**src/rtl/ram_fifo_ctrl.sv**
```systemverilog
// FIFO controller for an external dual-port RAM: pointers, occupancy, registered status and sticky errors.
// Read data appears on dout one cycle after an accepted pop; a full FIFO accepts a push only alongside a pop.
module ram_fifo_ctrl #(
    parameter int DATA_WIDTH  = 8,
    parameter int ADDR_WIDTH  = 8,
    parameter int AFULL_LEVEL = (1 << ADDR_WIDTH) - 4
) (
    input  logic                  clk,
    input  logic                  rst_n,
    input  logic                  clear,
    input  logic                  push,
    input  logic [DATA_WIDTH-1:0] push_data,
    input  logic                  pop,
    output logic [DATA_WIDTH-1:0] dout,
    output logic                  dout_valid,
    output logic                  full,
    output logic                  empty,
    output logic                  almost_full,
    output logic [ADDR_WIDTH:0]   level,
    output logic                  overflow,
    output logic                  underflow,
    output logic                  ram_wr,
    output logic [ADDR_WIDTH-1:0] ram_wr_addr,
    output logic [DATA_WIDTH-1:0] ram_wr_data,
    output logic                  ram_rd,
    output logic [ADDR_WIDTH-1:0] ram_rd_addr,
    input  logic [DATA_WIDTH-1:0] ram_rd_data
);

    localparam logic [ADDR_WIDTH:0] DEPTH   = {1'b1, {ADDR_WIDTH{1'b0}}};
    localparam logic [ADDR_WIDTH:0] AFULL_L = (ADDR_WIDTH+1)'(AFULL_LEVEL);
    localparam logic [ADDR_WIDTH:0] ONE_L   = (ADDR_WIDTH+1)'(1);
    localparam logic [ADDR_WIDTH-1:0] ONE_P = ADDR_WIDTH'(1);

    logic [ADDR_WIDTH-1:0] wr_ptr;
    logic [ADDR_WIDTH-1:0] rd_ptr;
    logic                  pop_ok;
    logic                  push_ok;
    logic                  active;
    logic [ADDR_WIDTH:0]   level_nxt;

    // Reset and clear both suppress every RAM access in their cycle.
    assign active  = rst_n && !clear;
    assign pop_ok  = active && pop && !empty;
    assign push_ok = active && push && (!full || pop_ok);

    assign ram_wr      = push_ok;
    assign ram_wr_addr = wr_ptr;
    assign ram_wr_data = push_data;
    assign ram_rd      = pop_ok;
    assign ram_rd_addr = rd_ptr;

    always_comb begin
        level_nxt = level;
        if (push_ok && !pop_ok)
            level_nxt = level + ONE_L;
        else if (pop_ok && !push_ok)
            level_nxt = level - ONE_L;
    end

    always_ff @(posedge clk) begin
        if (!rst_n) begin
            wr_ptr      <= '0;
            rd_ptr      <= '0;
            level       <= '0;
            empty       <= 1'b1;
            full        <= 1'b0;
            almost_full <= 1'b0;
            overflow    <= 1'b0;
            underflow   <= 1'b0;
            dout_valid  <= 1'b0;
            dout        <= '0;
        end else if (clear) begin
            wr_ptr      <= '0;
            rd_ptr      <= '0;
            level       <= '0;
            empty       <= 1'b1;
            full        <= 1'b0;
            almost_full <= 1'b0;
            overflow    <= 1'b0;
            underflow   <= 1'b0;
            dout_valid  <= 1'b0;
        end else begin
            if (push_ok)
                wr_ptr <= wr_ptr + ONE_P;
            if (pop_ok) begin
                rd_ptr <= rd_ptr + ONE_P;
                dout   <= ram_rd_data;
            end
            dout_valid  <= pop_ok;
            level       <= level_nxt;
            empty       <= (level_nxt == '0);
            full        <= (level_nxt == DEPTH);
            almost_full <= (level_nxt >= AFULL_L);
            if (push && !push_ok)
                overflow <= 1'b1;
            if (pop && empty)
                underflow <= 1'b1;
        end
    end

endmodule

```
**config.mk**
```make
export PLATFORM = sky130hd
export DESIGN_NAME = ram_fifo_ctrl
export DESIGN_NICKNAME = d
export VERILOG_FILES = /design/src/rtl/ram_fifo_ctrl.sv
export SDC_FILE = /design/constraint.sdc
export NUM_CORES = 1
export LEC_CHECK = 0
export ABC_AREA = 1
export BUFFER_PORTS_ARGS = -buffer_cell sky130_fd_sc_hd__buf_4
export CAP_MARGIN = 20
export CORE_ASPECT_RATIO = 0.8
export CORE_MARGIN = 5
export CORE_UTILIZATION = 46
export CTS_CLUSTER_DIAMETER = 50
export DETAILED_ROUTE_END_ITERATION = 6
export PLACE_DENSITY = 0.71
export RECOVER_POWER = 25
export SLEW_MARGIN = 10
export SYNTH_ARGS = -nofsm -noshare
export SYNTH_HDL_FRONTEND = slang
export SYNTH_SLANG_ARGS = --single-unit
```
**constraint.sdc**
```tcl
create_clock -name clk -period 1.6 [get_ports clk]
set_input_delay 0.16 -clock clk [delete_from_list [all_inputs] [get_ports clk]]
set_output_delay 0.16 -clock clk [all_outputs]
set_load 0.05 [all_outputs]
```
Yosys cells after proc, flatten, opt, wreduce, memory -nomap -nowiden
Index checks and enable logic that the tools add are counted.
W data, S select, Z words.
{"block": "totals", "regBits": 39, "input_bits": 21, "out_inout_bits": 49, "elab_cells": 38}
{"block": "op_classes", "n_addsub": 4, "order_cmp": 1, "n_eq_ne": 1, "mux": 2, "bitwise": 2, "reduce_logical": 18}
{"cell": "$mux W9", "n": 2}
{"cell": "$add A8 B1 Y8 const B", "n": 2}
{"cell": "$add A9 B1 Y9 const B", "n": 1}
{"cell": "$eq A9 B9 Y1 const B", "n": 1}
{"cell": "$ge A9 B8 Y1 const B", "n": 1}
{"cell": "$logic_and A1 B1 Y1", "n": 9}
{"cell": "$logic_not A9 Y1", "n": 1}
{"cell": "$sub A9 B1 Y9 const B", "n": 1}
{"cell": "$logic_not A1 Y1", "n": 5}
{"cell": "$not A1 Y1", "n": 2}
{"cell": "$reduce_and A2 Y1", "n": 1}
{"cell": "$reduce_or A2 Y1", "n": 1}
{"cell": "$logic_or A1 B1 Y1", "n": 1}

Longest topological paths before layout
{"block": "depth", "ltp_word": 11, "mapped_depth": 13, "ltp_nobuf": 13}

Worst setup path after synthesis
No wires, ideal clock.
{"block": "synth_timing", "kind": "flip-flop to flip-flop", "from": "reg empty", "to": "reg wr_ptr[0], in the netlist ram_wr_addr[0]", "setup_time_ns": 0.146, "arrival_ns": 1.970, "t_required_ns": 1.454, "setup_slack_ns": -0.517, "path_stages_with_launch": 8, "n_path_buf": 0, "period_less_slack_ns": 2.117, "path_cell_list": "dfxtp_1 inv_1 nand2_1 nand2_1 nand2_1 clkinv_1 o21ai_0 a21oi_1"}
{"block": "synth_via", "elab_chain_len": 4}
{"item": "start: declaration", "line_no": "17", "rtl": "output logic empty,"}
{"item": "start signal: assignment", "line_no": "92", "rtl": "empty <= (level_nxt == '0);"}
{"item": "$logic_not A1 Y1", "line_no": "44", "rtl": "assign pop_ok = active && pop && !empty;"}
{"item": "$logic_and A1 B1 Y1", "line_no": "44"}
{"item": "$logic_or A1 B1 Y1", "line_no": "45", "rtl": "assign push_ok = active && push && (!full || pop_ok);"}
{"item": "$logic_and A1 B1 Y1", "line_no": "45"}
{"item": "net ram_wr", "line_no": "22", "rtl": "output logic ram_wr,"}
{"item": "end signal: assignment", "line_no": "85", "rtl": "wr_ptr <= wr_ptr + ONE_P;"}
{"item": "end: declaration", "line_no": "35", "rtl": "logic [ADDR_WIDTH-1:0] wr_ptr;"}
The timed path passes the listed nets, and every way through them passes these cells.
A chain may end at the register's enable or synchronous reset.

Worst setup path in the final report
{"block": "layout_timing", "from": "reg empty", "to": "out ram_wr"}
{"block": "layout_via", "elab_chain_len": 4}
{"item": "$logic_not A1 Y1", "line_no": "44"}
{"item": "$logic_and A1 B1 Y1", "line_no": "44"}
{"item": "$logic_or A1 B1 Y1", "line_no": "45"}
{"item": "$logic_and A1 B1 Y1", "line_no": "45"}
{"item": "end: declaration", "line_no": "22"}
Every way passes these cells.

==> run_results.csv <==
group,metric,value,unit
status,status,"complete, no violations",
min_path,hold_depth,3,
placement,gp_congestion,0.9834,
setup_path,r2r_slack,0.05,ns
power,p_leak,0.001317,uW
clocking,cts_tree,"built",
setup_path,critPathMaxStageDelay,0.37,ns
setup_path,setup.worst_path.start_class,"register",
setup_path,critPathSlowestCell,"dfxtp_4",
setup_path,cpMostUsedCell,"nand2_2",
synth,synthMuxAreaShare,0,%
synth,syn_area_per_cell,6.845,um^2
clocking,cts_made_buffers,5,
power,clkPwrFrac,31.5,%
floorplan,initial_core_util,47.71,%
min_path,holdCritStartpoint,"ram_rd_data[7]",
global_routing,antenna_found_initial,0,
placement,dp_hpwl,3.544,mm
min_path,hp-class,"in2reg",
detailed_routing,final_antenna_net_count,0,
setup_path,crit_arrival,1.39,ns
synth,synth_nets,318,
synth,yosys.area_share.simple,37.37,%
power,power_switching,563.6,uW
sta,slew_viol_final,0,
detailed_routing,drt_iter0_drc,154,
synth,synth_seq_cells,39,
setup_path,cp_cell_sequence,"inv_4 > nand2_4 > nand2_2 > buf_4 > nand2_2 > buf_6 > inv_8 > buf_8",
power,combPwrFrac,17.8,%
detailed_routing,dr.pass1.iters,4,
global_routing,grt_max_degree,15,
global_routing,grt_overflow,0,
synth,synth_top_family_by_area,"simple AND/OR/NAND/NOR gates",
floorplan,core,4204,um^2
sta,tightest_slew,0.2251,ns
power,power_density,712.3,nW/um^2
floorplan,std_cell_rows,21,
setup_path,cp_max_fo,8,
setup_path,r2r_start,"empty",
detailed_routing,via_count,1970,
floorplan,dieArea,5789,um^2
finish,drive_above_1_share,36.52,%
detailed_routing,routedWlPerCell,12.21,um
finish,fillers,374,
global_routing,grt_pass1_vias,1745,
synth,synth_fa_ha_area_share,2.495,%
synth,synth_edf_count,0,
sta,finalSetupViolCount,0,
min_path,hold_end,"dout[7]",
global_routing,grt_pass1_wl,7.935,mm
finish,area_delta_synth_final,38.86,%
synth,yosys-top-cells-area,"dfxtp_1, nand2_1, nand3_1",
setup_path,cp-end-kind,"output pin",
setup_path,critPathKind,"reg2out",
setup_path,r2r_end,"empty",
synth,ys.flop_type,"dfxtp_1",
power,peakVddDrop,492.1,uV
synth,synth_compound_area_share,8.671,%
power,internal-power,1420,uW
detailed_routing,via_per_inst,4.770,
clocking,cts.clk_slew.worst_paths,0.07,ns
detailed_routing,route.detailed.drc,0,
sta,rsz0062_at_grt,"true",
power,power.share.switching,28.41,%
finish,diodes,0,
clocking,clock_path_buffers,2,
synth,yosysTopAreaCellShare,38.93,%
synth,yosys.area_share.xor_xnor,1.747,%
setup_path,crit_buf_inv,5,
finish,nets,380,
floorplan,die_x,83.83,um
run,cap_violations,0,
sta,skew,0.004871,ns
clocking,clk_latency,0.28,ns
synth,synth_largest_area_cell,"dfxtp_1",
synth,ys_seq_area_share,38.93,%
floorplan,die_y,69.06,um
finish,post-route-util,66.25,%
synth,synthCells,293,
synth,yosys-top-cells-count,"nand2_1, dfxtp_1, nor2_1",
finish,final-seq-area,803.3,um^2
global_routing,track_usage,16.41,%
synth,yosysMostFrequentCell,"nand2_1",
setup_path,cp_top_family,"buffers and inverters",
finish,multiInputGateArea,1135,um^2
setup_path,cp_data_required_time,1.44,ns
sta,finalHoldViolations,0,
sta,finalCriticalPeriod,1.547,ns
clocking,clockRootBuffer,"clkbuf_8",
synth,yosys_warnings,0,
clocking,cts.htree.levels,2,
synth,syn_area,2006,um^2
sta,fin_crit_sh,96.67,%
floorplan,io_pins,70,
sta,fmax,646.5,MHz
synth,synth_cell_types,31,
clocking,clock_sinks,39,
synth,ys_async_sr_fraction,0,%
placement,io_buffers,53,
setup_path,r2r_cells,11,
power,pwr-share-seq,50.6,%
detailed_routing,drt_wl_total,5.041,mm
sta,maxSlewHeadroom,84.99,%
sta,tns,0,ns
cells in the final DEF, fill, tap and decap left out, types with 2 or more instances in the layout:
cell type,synthesis,layout
nand3_1,28,27
nor2_1,33,25
inv_1,25,22
nand2_4,1,3
ha_1,4,3
nand2_2,1,9
a21oi_1,16,16
dfxtp_2,0,3
xor2_1,3,3
nand4_1,4,4
o21ai_2,0,4
inv_2,3,5
buf_8,0,2
o21ai_1,6,2
clkbuf_1,3,2
dfxtp_4,0,5
nand2_1,89,79
nand3_2,3,3
buf_6,1,5
clkbuf_8,0,5
o21ai_0,8,8
nor2_4,3,5
nor2_2,2,8
dfxtp_1,39,31
buf_4,9,63
logic make-up after synthesis:
logic type | count (synthesis)
DFF | 39
xor gates and xnor gates | 4
AOI/OAI and AO/OA | 33
and+or+nand+nor | 167
buffers and inverters | 46
adders and majority gates | 4
worst min-delay path, delay by kind of cell:
family	cells	cell delay, ns
buffers and inverters	1	0.07
AND/OR/NAND/NOR	2	0.09
power by group through the flow:
stage / clock network, uW / logic (uW) / registers (uW)
after global placement: 0 / 304 / 1030
final: 626 / 353 / 1000
after global routing: 684 / 382 / 1010
after CTS: 643 / 314 / 1000
after floorplan: 0 / 198 / 1090
after detailed placement: 0 / 305 / 1030
metrics by stage:
stage               instances  power, uW  hold WS (ns)  cell area, um^2  setup slack [ns]
global route              413       2074       0.06970             2785          -0.05427
global placement          400       1330        0.3203             2495         -0.006558
detailed placement        400       1331        0.3203             2495          0.001948
floorplan                 293       1284        0.2705             2037           0.01467
CTS                       409       1961       0.06236             2619     -0.0000005551
finish                    413       1984       0.06385             2785           0.05330
what timing repair did:
action                                  CTS  global route
hold endpoints to repair                  0             0
setup buffers                             1             4
pin swaps                                 0            11
hold buffers                              0             0
endpoints found under the setup margin    6            10
gates resized for setup                  10            39
worst max path at each step:
stage / start / end / slack, ns / cells after the start
after floorplan: empty / ram_wr_addr[7] / 0.01 / 10
after global placement: level[1] / almost_full / -0.007 / 8
after detailed placement: level[0] / almost_full / 0.002 / 9
after CTS: level[1] / full / -0.0000006 / 9
after global routing: level[2] / empty / -0.05 / 10
final: empty / ram_wr / 0.05 / 8
metal layers:
metal	routed length, um	share of wire, %	GRT usage [%]
met5	0	0	0
met4	23	0.46	5.357
met3	349	6.9	4.524
met2	2224	44	24.18
met1	2443	48	23.13
state kept, by name (all words and copies together) (netlist names):
name,cells
level,9
dout,8
ram_rd_addr,8
ram_wr_addr,8
almost_full,1
dout_valid,1
empty,1
full,1
overflow,1
underflow,1
layout make-up:
cell class	instances	share of cell area, %
Timing Repair Buffer	70	20.08
Clock inverter	1	0.1797
Inverter	31	4.852
Clock buffer	7	2.740
Multi-Input combinational cell	208	40.75
Tap cell	57	2.561
Sequential cell	39	28.84
Note: power is estimated with default switching activity, not from simulation.
